$ cat src/rtl/peripheral_mpi_bb_initiator.sv
// BlackBone initiator for an MPI endpoint: stages tx messages, polls and drains rx.
// Optional PERIPHERAL_MPI_BB_INITIATOR_IRQ_EN replaces timed polling with an irq_i trigger.
module peripheral_mpi_bb_initiator #(
  parameter logic [31:0] BASE_ADDR     = 32'h0000_0000,
  parameter int          SIZE          = 16,
  parameter int          POLL_INTERVAL = 16
) (
  input  logic        clk,
  input  logic        rst,
  output logic [31:0] bb_addr_o,
  output logic [31:0] bb_din_o,
  output logic        bb_en_o,
  output logic        bb_we_o,
  input  logic [31:0] bb_dout_i,
  input  logic        irq_i,
  input  logic [31:0] tx_flit,
  input  logic        tx_last,
  input  logic        tx_valid,
  output logic        tx_ready,
  output logic [31:0] rx_flit,
  output logic        rx_last,
  output logic        rx_valid,
  input  logic        rx_ready,
  output logic        tx_overflow
);

  localparam int CW = $clog2(SIZE + 1);
  localparam int IW = (SIZE > 1) ? $clog2(SIZE) : 1;
  localparam logic [31:0] A_DATA = BASE_ADDR;
  localparam logic [31:0] A_STAT = BASE_ADDR + 32'd4;

  typedef enum logic [3:0] {
    S_IDLE, S_POLL, S_POLL_W, S_RSIZE, S_RSIZE_W, S_RDATA,
    S_RDATA_W, S_ROUT, S_TSTAT, S_TSTAT_W, S_TSIZE, S_TDATA
  } state_t;

  state_t      r_state;
  state_t      w_nxt;
  logic [31:0] r_buf [SIZE];
  logic [CW-1:0] r_cnt;
  logic [CW-1:0] r_idx;
  logic        r_staged;
  logic        r_ovf;
  logic        r_phase;
  logic [15:0] r_rem;
  logic [31:0] r_rx_flit;
  logic        r_rx_valid;
  logic        r_rx_last;
  logic        r_tx_ready;

  logic        w_en;
  logic        w_we;
  logic [31:0] w_addr;
  logic [31:0] w_din;
  logic        w_clear;
  logic        w_hs;
  logic        w_poll_due;
  logic        w_staged_nxt;
  logic        w_tx_nxt;

  assign w_hs = tx_valid & r_tx_ready;

`ifdef PERIPHERAL_MPI_BB_INITIATOR_IRQ_EN
  assign w_poll_due = irq_i;
`else
  localparam int PW = (POLL_INTERVAL > 1) ? $clog2(POLL_INTERVAL) : 1;
  logic [PW-1:0] r_poll;
  logic          w_unused_irq;

  assign w_unused_irq = irq_i;
  assign w_poll_due   = (r_poll == PW'(POLL_INTERVAL - 1));

  always_ff @(posedge clk or posedge rst) begin
    if (rst) begin
      r_poll <= '0;
    end else if (r_state == S_IDLE) begin
      r_poll <= w_poll_due ? '0 : r_poll + PW'(1);
    end
  end
`endif

  always_comb begin
    w_nxt   = r_state;
    w_en    = 1'b0;
    w_we    = 1'b0;
    w_addr  = 32'd0;
    w_din   = 32'd0;
    w_clear = 1'b0;
    unique case (r_state)
      // rx poll takes priority so the network never stalls on our tx
      S_IDLE: begin
        if (w_poll_due) begin
          w_nxt = S_POLL;
        end else if (r_staged) begin
          w_nxt = S_TSTAT;
        end
      end
      S_POLL: begin
        w_en   = 1'b1;
        w_addr = A_STAT;
        w_nxt  = S_POLL_W;
      end
      S_POLL_W: w_nxt = bb_dout_i[0] ? S_RSIZE : S_IDLE;
      S_RSIZE: begin
        w_en   = 1'b1;
        w_addr = A_DATA;
        w_nxt  = S_RSIZE_W;
      end
      S_RSIZE_W: w_nxt = (bb_dout_i[15:0] == 16'd0) ? S_IDLE : S_RDATA;
      S_RDATA: begin
        w_en   = 1'b1;
        w_addr = A_DATA;
        w_nxt  = S_RDATA_W;
      end
      S_RDATA_W: w_nxt = S_ROUT;
      S_ROUT: begin
        if (rx_ready) begin
          w_nxt = (r_rem == 16'd1) ? S_IDLE : S_RDATA;
        end
      end
      S_TSTAT: begin
        w_en   = 1'b1;
        w_addr = A_STAT;
        w_nxt  = S_TSTAT_W;
      end
      S_TSTAT_W: w_nxt = bb_dout_i[1] ? S_TSIZE : S_IDLE;
      S_TSIZE: begin
        w_en   = 1'b1;
        w_we   = 1'b1;
        w_addr = A_DATA;
        w_din  = 32'(r_cnt);
        w_nxt  = S_TDATA;
      end
      // r_phase=0 is the mandatory idle gap between strobes
      S_TDATA: begin
        if (r_phase) begin
          w_en   = 1'b1;
          w_we   = 1'b1;
          w_addr = A_DATA;
          w_din  = r_buf[r_idx[IW-1:0]];
          if (r_idx == r_cnt - CW'(1)) begin
            w_clear = 1'b1;
            w_nxt   = S_IDLE;
          end
        end
      end
      default: w_nxt = S_IDLE;
    endcase
  end

  assign w_staged_nxt = w_clear ? 1'b0 : (r_staged | (w_hs & tx_last));
  assign w_tx_nxt     = (w_nxt == S_TSTAT) || (w_nxt == S_TSTAT_W) ||
                        (w_nxt == S_TSIZE) || (w_nxt == S_TDATA);

  always_ff @(posedge clk or posedge rst) begin
    if (rst) begin
      r_state    <= S_IDLE;
      r_phase    <= 1'b0;
      r_idx      <= '0;
      r_cnt      <= '0;
      r_staged   <= 1'b0;
      r_ovf      <= 1'b0;
      r_tx_ready <= 1'b0;
    end else begin
      r_state    <= w_nxt;
      r_phase    <= (r_state == S_TDATA) ? ~r_phase : 1'b0;
      r_tx_ready <= ~w_staged_nxt & ~w_tx_nxt;
      if (r_state != S_TDATA) begin
        r_idx <= '0;
      end else if (r_phase) begin
        r_idx <= r_idx + CW'(1);
      end
      if (w_clear) begin
        r_cnt    <= '0;
        r_staged <= 1'b0;
      end else if (w_hs) begin
        if (r_cnt < CW'(SIZE)) begin
          r_cnt <= r_cnt + CW'(1);
        end else begin
          r_ovf <= 1'b1;
        end
        if (tx_last) begin
          r_staged <= 1'b1;
        end
      end
    end
  end

  always_ff @(posedge clk) begin
    if (w_hs && (r_cnt < CW'(SIZE))) begin
      r_buf[r_cnt[IW-1:0]] <= tx_flit;
    end
  end

  always_ff @(posedge clk or posedge rst) begin
    if (rst) begin
      r_rem      <= 16'd0;
      r_rx_flit  <= 32'd0;
      r_rx_valid <= 1'b0;
      r_rx_last  <= 1'b0;
    end else begin
      unique case (r_state)
        S_RSIZE_W: r_rem <= bb_dout_i[15:0];
        S_RDATA_W: begin
          r_rx_flit  <= bb_dout_i;
          r_rx_valid <= 1'b1;
          r_rx_last  <= (r_rem == 16'd1);
        end
        S_ROUT: begin
          if (rx_ready) begin
            r_rx_valid <= 1'b0;
            r_rx_last  <= 1'b0;
            r_rem      <= r_rem - 16'd1;
          end
        end
        default: ;
      endcase
    end
  end

  assign bb_en_o     = w_en;
  assign bb_we_o     = w_we;
  assign bb_addr_o   = w_addr;
  assign bb_din_o    = w_din;
  assign tx_ready    = r_tx_ready;
  assign rx_flit     = r_rx_flit;
  assign rx_valid    = r_rx_valid;
  assign rx_last     = r_rx_last;
  assign tx_overflow = r_ovf;

endmodule

$ cat config.mk
export PLATFORM = sky130hd
export DESIGN_NAME = peripheral_mpi_bb_initiator
export DESIGN_NICKNAME = d
export VERILOG_FILES = /design/src/rtl/peripheral_mpi_bb_initiator.sv
export SDC_FILE = /design/constraint.sdc
export NUM_CORES = 1
export LEC_CHECK = 0
export BUFFER_PORTS_ARGS = -buffer_cell sky130_fd_sc_hd__buf_2
export CAP_MARGIN = 20
export CORE_MARGIN = 2
export CORE_UTILIZATION = 54
export CTS_BUF_LIST = sky130_fd_sc_hd__clkbuf_16
export DETAILED_ROUTE_END_ITERATION = 8
export PLACE_DENSITY = 0.76
export SKIP_LAST_GASP = 1
export SLEW_MARGIN = 5
export SYNTH_ARGS = -nofsm -noshare
export SYNTH_HDL_FRONTEND = slang
export SYNTH_SLANG_ARGS = --single-unit
$ cat constraint.sdc
create_clock -name clk -period 3.9 [get_ports clk]
set_input_delay 0.39 -clock clk [delete_from_list [all_inputs] [get_ports clk]]
set_output_delay 0.39 -clock clk [all_outputs]
set_load 0.01 [all_outputs]
# After elaboration in Yosys (flattened, before gate mapping)
# Memory sizes are Yosys's and may differ from the RTL's.
# Index checks and enable logic that the tools add are counted.
# W data, S select, Z words.
# op_classes
add_sub_neg	5
n_lt_le_gt_ge	1
eq_ne	20
mux	37
n_bitwise	9
reduce_logical	19
# ops
cell	n
$pmux W32 S2	1
$pmux W4 S12	1
$eq A4 B4 Y1 const B	9
$mux W32	1
$pmux W16 S2	1
$mux W4	7
$mux W5	5
$eq A16 B1 Y1 const B	1
$eq A4 B3 Y1 const B	4
$logic_not A16 Y1	1
$mux W16	1
$sub A16 B1 Y16 const B	1
$mux W1	12
$reduce_bool A2 Y1	6
$add A5 B1 Y5 const B	2
$mux W3	3
$eq A4 B2 Y1 const B	2
$pmux W1 S2	4
$reduce_and A2 Y1	4
$eq A5 B5 Y1	1
$lt A5 B5 Y1 const B	1
$not A1 Y1	5
$reduce_or A5 Y1	1
$sub A5 B1 Y5 const B	1
other kinds (12)	16
# totals
regBits	72
ramBits	512
output_inout_bits	102
elab_cells	104
memories	1
# memory_table
memory	words	width	rd	rd_clocked_by_memory_dff	write_ports	line	text
r_buf	16	32	1	0	1	39	logic [31:0] r_buf [SIZE];

# Logic depth before layout (Yosys ltp)
# depth
word_depth	11
depth_mapped	8
ltp_nobuf	7

# Least setup slack after synthesis
# No wires, ideal clock.
# synth_timing
path_kind	reg-to-reg
start	register r_cnt[4]
end	memory r_buf[3][0], enable pin
setup_ns	0.461
t_arrival_ns	3.233
path_slack_ns	0.206
stages_incl_launch_ff	5
n_path_buf	1
synth_period_minus_slack_ns	3.694
cell_sequence	dfrtp_1 > and3b_1 > clkbuf_1 > nand2_1 > nor3_1
# synth_between
elab_chain_len	4
# synth_lines
item	line	text
from (decl)	40	logic [CW-1:0] r_cnt;
from (signal assigned)	178	r_cnt <= r_cnt + CW'(1);
$lt A5 B5 Y1	190	if (w_hs && (r_cnt < CW'(SIZE))) begin
$logic_and A1 B1 Y1	190	
$mux W1	190	
$mux W1 (not written as such)	191	r_buf[r_cnt[IW-1:0]] <= tx_flit;
to (decl)	39	
# No other way between the ends.

# Worst setup path in the final report
# layout_timing
start	register r_state[1]
end	output port bb_din_o[0]
# layout_between
elab_chain_len	2
# layout_lines
item	line	text
from (decl)	37	state_t r_state;
from (signal assigned)	165	r_state <= w_nxt;
$eq A4 B4 Y1	89	unique case (r_state)
$pmux W32 S2 (*)	89	
to (decl)	11	output logic [31:0] bb_din_o,
# Every way passes the cells marked *; elsewhere a longest branch is shown, timed or not.

==> results.txt <==
----------------------------------------------------
[Clock tree]
  Total setup buffers inserted after CTS ... 0
  CTS tree ... built
  Worst-case clock buffer depth ... 3
  Total clock sinks ... 584
  Skew-Pair Late Insertion Delay ... 0.63 ns
  Maximum level of the CTS H-tree ... 2
  Clock-pin slew on the worst setup and hold paths ... 0.06 ns
  Num CTS Buffers ... 57
  Cell at the root of the clock tree ... sky130_fd_sc_hd__clkbuf_16

[Synth]
  Leading cell types by total area after synthesis ... sky130_fd_sc_hd__edfxtp_1 66%, sky130_fd_sc_hd__mux4_2 12%, sky130_fd_sc_hd__dfrtp_1 7.7%
  YS warnings ... 0
  Cell type with the largest total area after synthesis ... sky130_fd_sc_hd__edfxtp_1
  Number of instances in the synthesized netlist ... 1194
  Area share of the leading cell type in the synthesized netlist ... 0.6599
  Synthesis-stage register bit count ... 584
  Count leader, synth ... sky130_fd_sc_hd__edfxtp_1
  Predominant post-synthesis flop cell ... sky130_fd_sc_hd__edfxtp_1
  Count of flip-flops with a built-in enable after synthesis ... 512
  Async set or reset register ratio after synthesis ... 0.1233
  Post-synthesis instance area ... 23300 sq um
  Share of synthesized area occupied by flip-flops and latches ... 0.7372
  Average size of a mapped cell ... 19.51 sq um
  Distinct cell type count of the synthesized netlist ... 54
  Cell types with the highest counts after synthesis ... 512 x sky130_fd_sc_hd__edfxtp_1, 128 x sky130_fd_sc_hd__mux4_2, 72 x sky130_fd_sc_hd__dfrtp_1

[Timing]
  Final hold viol count ... 0
  Fin worst setup slack ... 0.2652 ns
  Share of the clock period used by the worst path ... 0.9320
  Least-Margin Pin Slew ... 0.8219 ns
  Fin Hold WS ... 0.03086 ns
  Min cycle time layout ... 3.635 ns
  Headroom to the max-slew limit ... 0.4470
  Total of endpoints with negative setup slack in the final report ... 0
  Max Freq ... 275.1 MHz
  Total count of max-transition violations in the final report ... 0
  Post-route clock skew ... 0.02915 ns
  RSZ-0062 raised after global routing ... no
  Final setup TNS ... 0 ns

[Global route]
  Number of global-route vias before repair ... 12030
  Wire length of the first global-routing pass ... 72.57 mm
  Tot GR Track Use ... 0.2212
  Initial antenna violation count ... 4
  GRT Residual Overflow ... 0
  Largest net degree at the start of global routing ... 46

[Place]
  Number of buffers inserted by port buffering ... 139
  Routability congestion estimate ... 0.8025
  Detailed-placement wirelength estimate ... 26.56 mm
  Pre-CTS setup slack ... 0.7231 ns

[Floorplan]
  Height of the die ... 211.7 microns
  Area of the core region ... 42790 sq um
  Floorplan die area ... 44830 sq um
  Die boundary width ... 211.7 microns
  Initial cell density of the core ... 0.5445
  Num ports ... 172
  Number of standard-cell rows in the floorplan ... 76

[Drt]
  Iteration count of the initial detailed-routing pass ... 5
  Via Count ... 11900
  Iter 0 DRT Violations ... 1137
  Wire length per cell after detailed routing ... 24.61 microns
  Post-DR vias/cell ... 6.020
  Final wirelength ... 48.63 mm
  DRC viols ... 0
  Post-route antenna net violation count ... 0

[Pwr]
  Maximum VDD drop ... 0.3526 mV
  Standby leakage power ... 8.923 nW
  Final total power ... 14.39 mW
  Power Dens Cells ... 538.8 nW/um^2

[Cells and area]
  Layout cell share with drive strength beyond 1 ... 0.3205
  Fillers ... 2873
  Area of combinational cells with multiple inputs ... 5799 sq um
  Layout Area Growth over Synthesis ... 14.64%
  Area taken by flip-flops and latches ... 17190 sq um
  Final layout net count ... 1458

[Hold path]
  Number of cells traversed by the worst hold path ... 2
  Class of the most critical hold timing path ... in -> reg

[Setup path]
  CP Launch Type ... flip-flop
  Critical-path maximum fanout ... 16
  Count of cells along the worst register-to-register path ... 4
  Critical path class ... reg -> out
  CP Data Required Time ... 3.51 ns
  Worst EP arrival ... 3.24 ns
  Kind of capture point of the worst setup path ... output port

[Status]
  Result of the run ... finished clean

[Job]
  Number of max-capacitance violations reported ... 0

----------------------------------------------------
cell usage in the layout, fill, tap and decap left out, drive strengths merged, types with 7 or more instances in the layout:
cell	synthesis	final
clkbuf	25	57
o21ai	21	21
nor2	48	48
nor4	7	7
nor3	14	14
edfxtp	512	512
o22ai	30	30
nand4	9	9
ha	8	8
buf	71	180
mux4	128	128
nand2	30	30
mux2	33	33
nand3	7	7
dfrtp	72	72
o211ai	9	9
clkinv	0	30
mux2i	61	61
conb	1	31
dlygate4sd3	0	13
xnor2	9	9
a21oi	33	33
inv	10	26
state kept, by name (all words and copies together) (netlist names):
register and flops:
rx_flit 32, r_state 4, r_idx 5, r_poll 4, rx_last 1, r_rem 16
r_phase 1, tx_overflow 1, r_staged 1, r_cnt 5, r_buf 512, tx_ready 1
rx_valid 1
cell families after synthesis:
group	share of synthesized area
fa+ha+maj	0.004296
buf+inv	0.02390
flops	0.7372
other cells	0.0001609
compound gates	0.03152
mux	0.1659
simple gates	0.03141
xor+xnor	0.005639
repair_timing:
item,CTS,global route
hold buffers,13,0
gates resized for setup,0,2
setup endpoints to repair,0,5
endpoints found under the hold margin,43,0
per-layer routing:
layer | part of all wire | vias to the layer above | global-route usage
met5 | 0.00078 | - | 0
met4 | 0.020 | 6 | 0.06338
met3 | 0.075 | 73 | 0.04154
met2 | 0.49 | 479 | 0.3655
met1 | 0.41 | 6157 | 0.3048
li1 | - | 5181 | -
critical path: stages, from the launching register on:
cell                       delay [ns]
sky130_fd_sc_hd__dfrtp_1         0.62
sky130_fd_sc_hd__nand3b_1        0.29
sky130_fd_sc_hd__or3_2           0.80
sky130_fd_sc_hd__nor2_2          0.38
sky130_fd_sc_hd__a22oi_1         0.16
sky130_fd_sc_hd__o211ai_1        0.18
sky130_fd_sc_hd__buf_2           0.20
per-stage QoR:
stage	cell area, sq um	util	cells
2_1_floorplan	23410	-	1224
3_3_place_gp	24770	0.5789	1854
3_5_place_dp	24770	0.5789	1854
4_1_cts	26710	0.6241	1975
5_1_grt	26710	0.6242	1975
6_report	26710	0.6242	1976
report_power, final:
| group | internal, mW | switching, mW |
|---|---|---|
| registers | 7.20 | 0.320 |
| clock network | 2.94 | 2.33 |
| logic | 0.691 | 0.905 |
final timing paths:
path                           endpoint          start  slack [ns]
setup / recovery            bb_din_o[0]     r_state[1]        0.27
hold / removal              rx_flit[23]  bb_dout_i[23]        0.03
setup reg to reg           r_buf[15][4]       r_cnt[4]        1.36
hold reg to reg                rx_valid       rx_valid        0.47
max in group asynchronous   rx_flit[28]            rst        2.49
min in group asynchronous      r_idx[1]            rst        0.44
layout make-up:
cell class	count	area share
Sequential cell	584	0.6434
Multi-Input combinational cell	534	0.2171
Clock buffer	57	0.05340
Timing Repair Buffer	193	0.04478
Tap cell	546	0.02557
Clock inverter	51	0.01419
Inverter	10	0.001405
Antenna cell	1	0.00009368
Power figures use the tool's default switching activity.
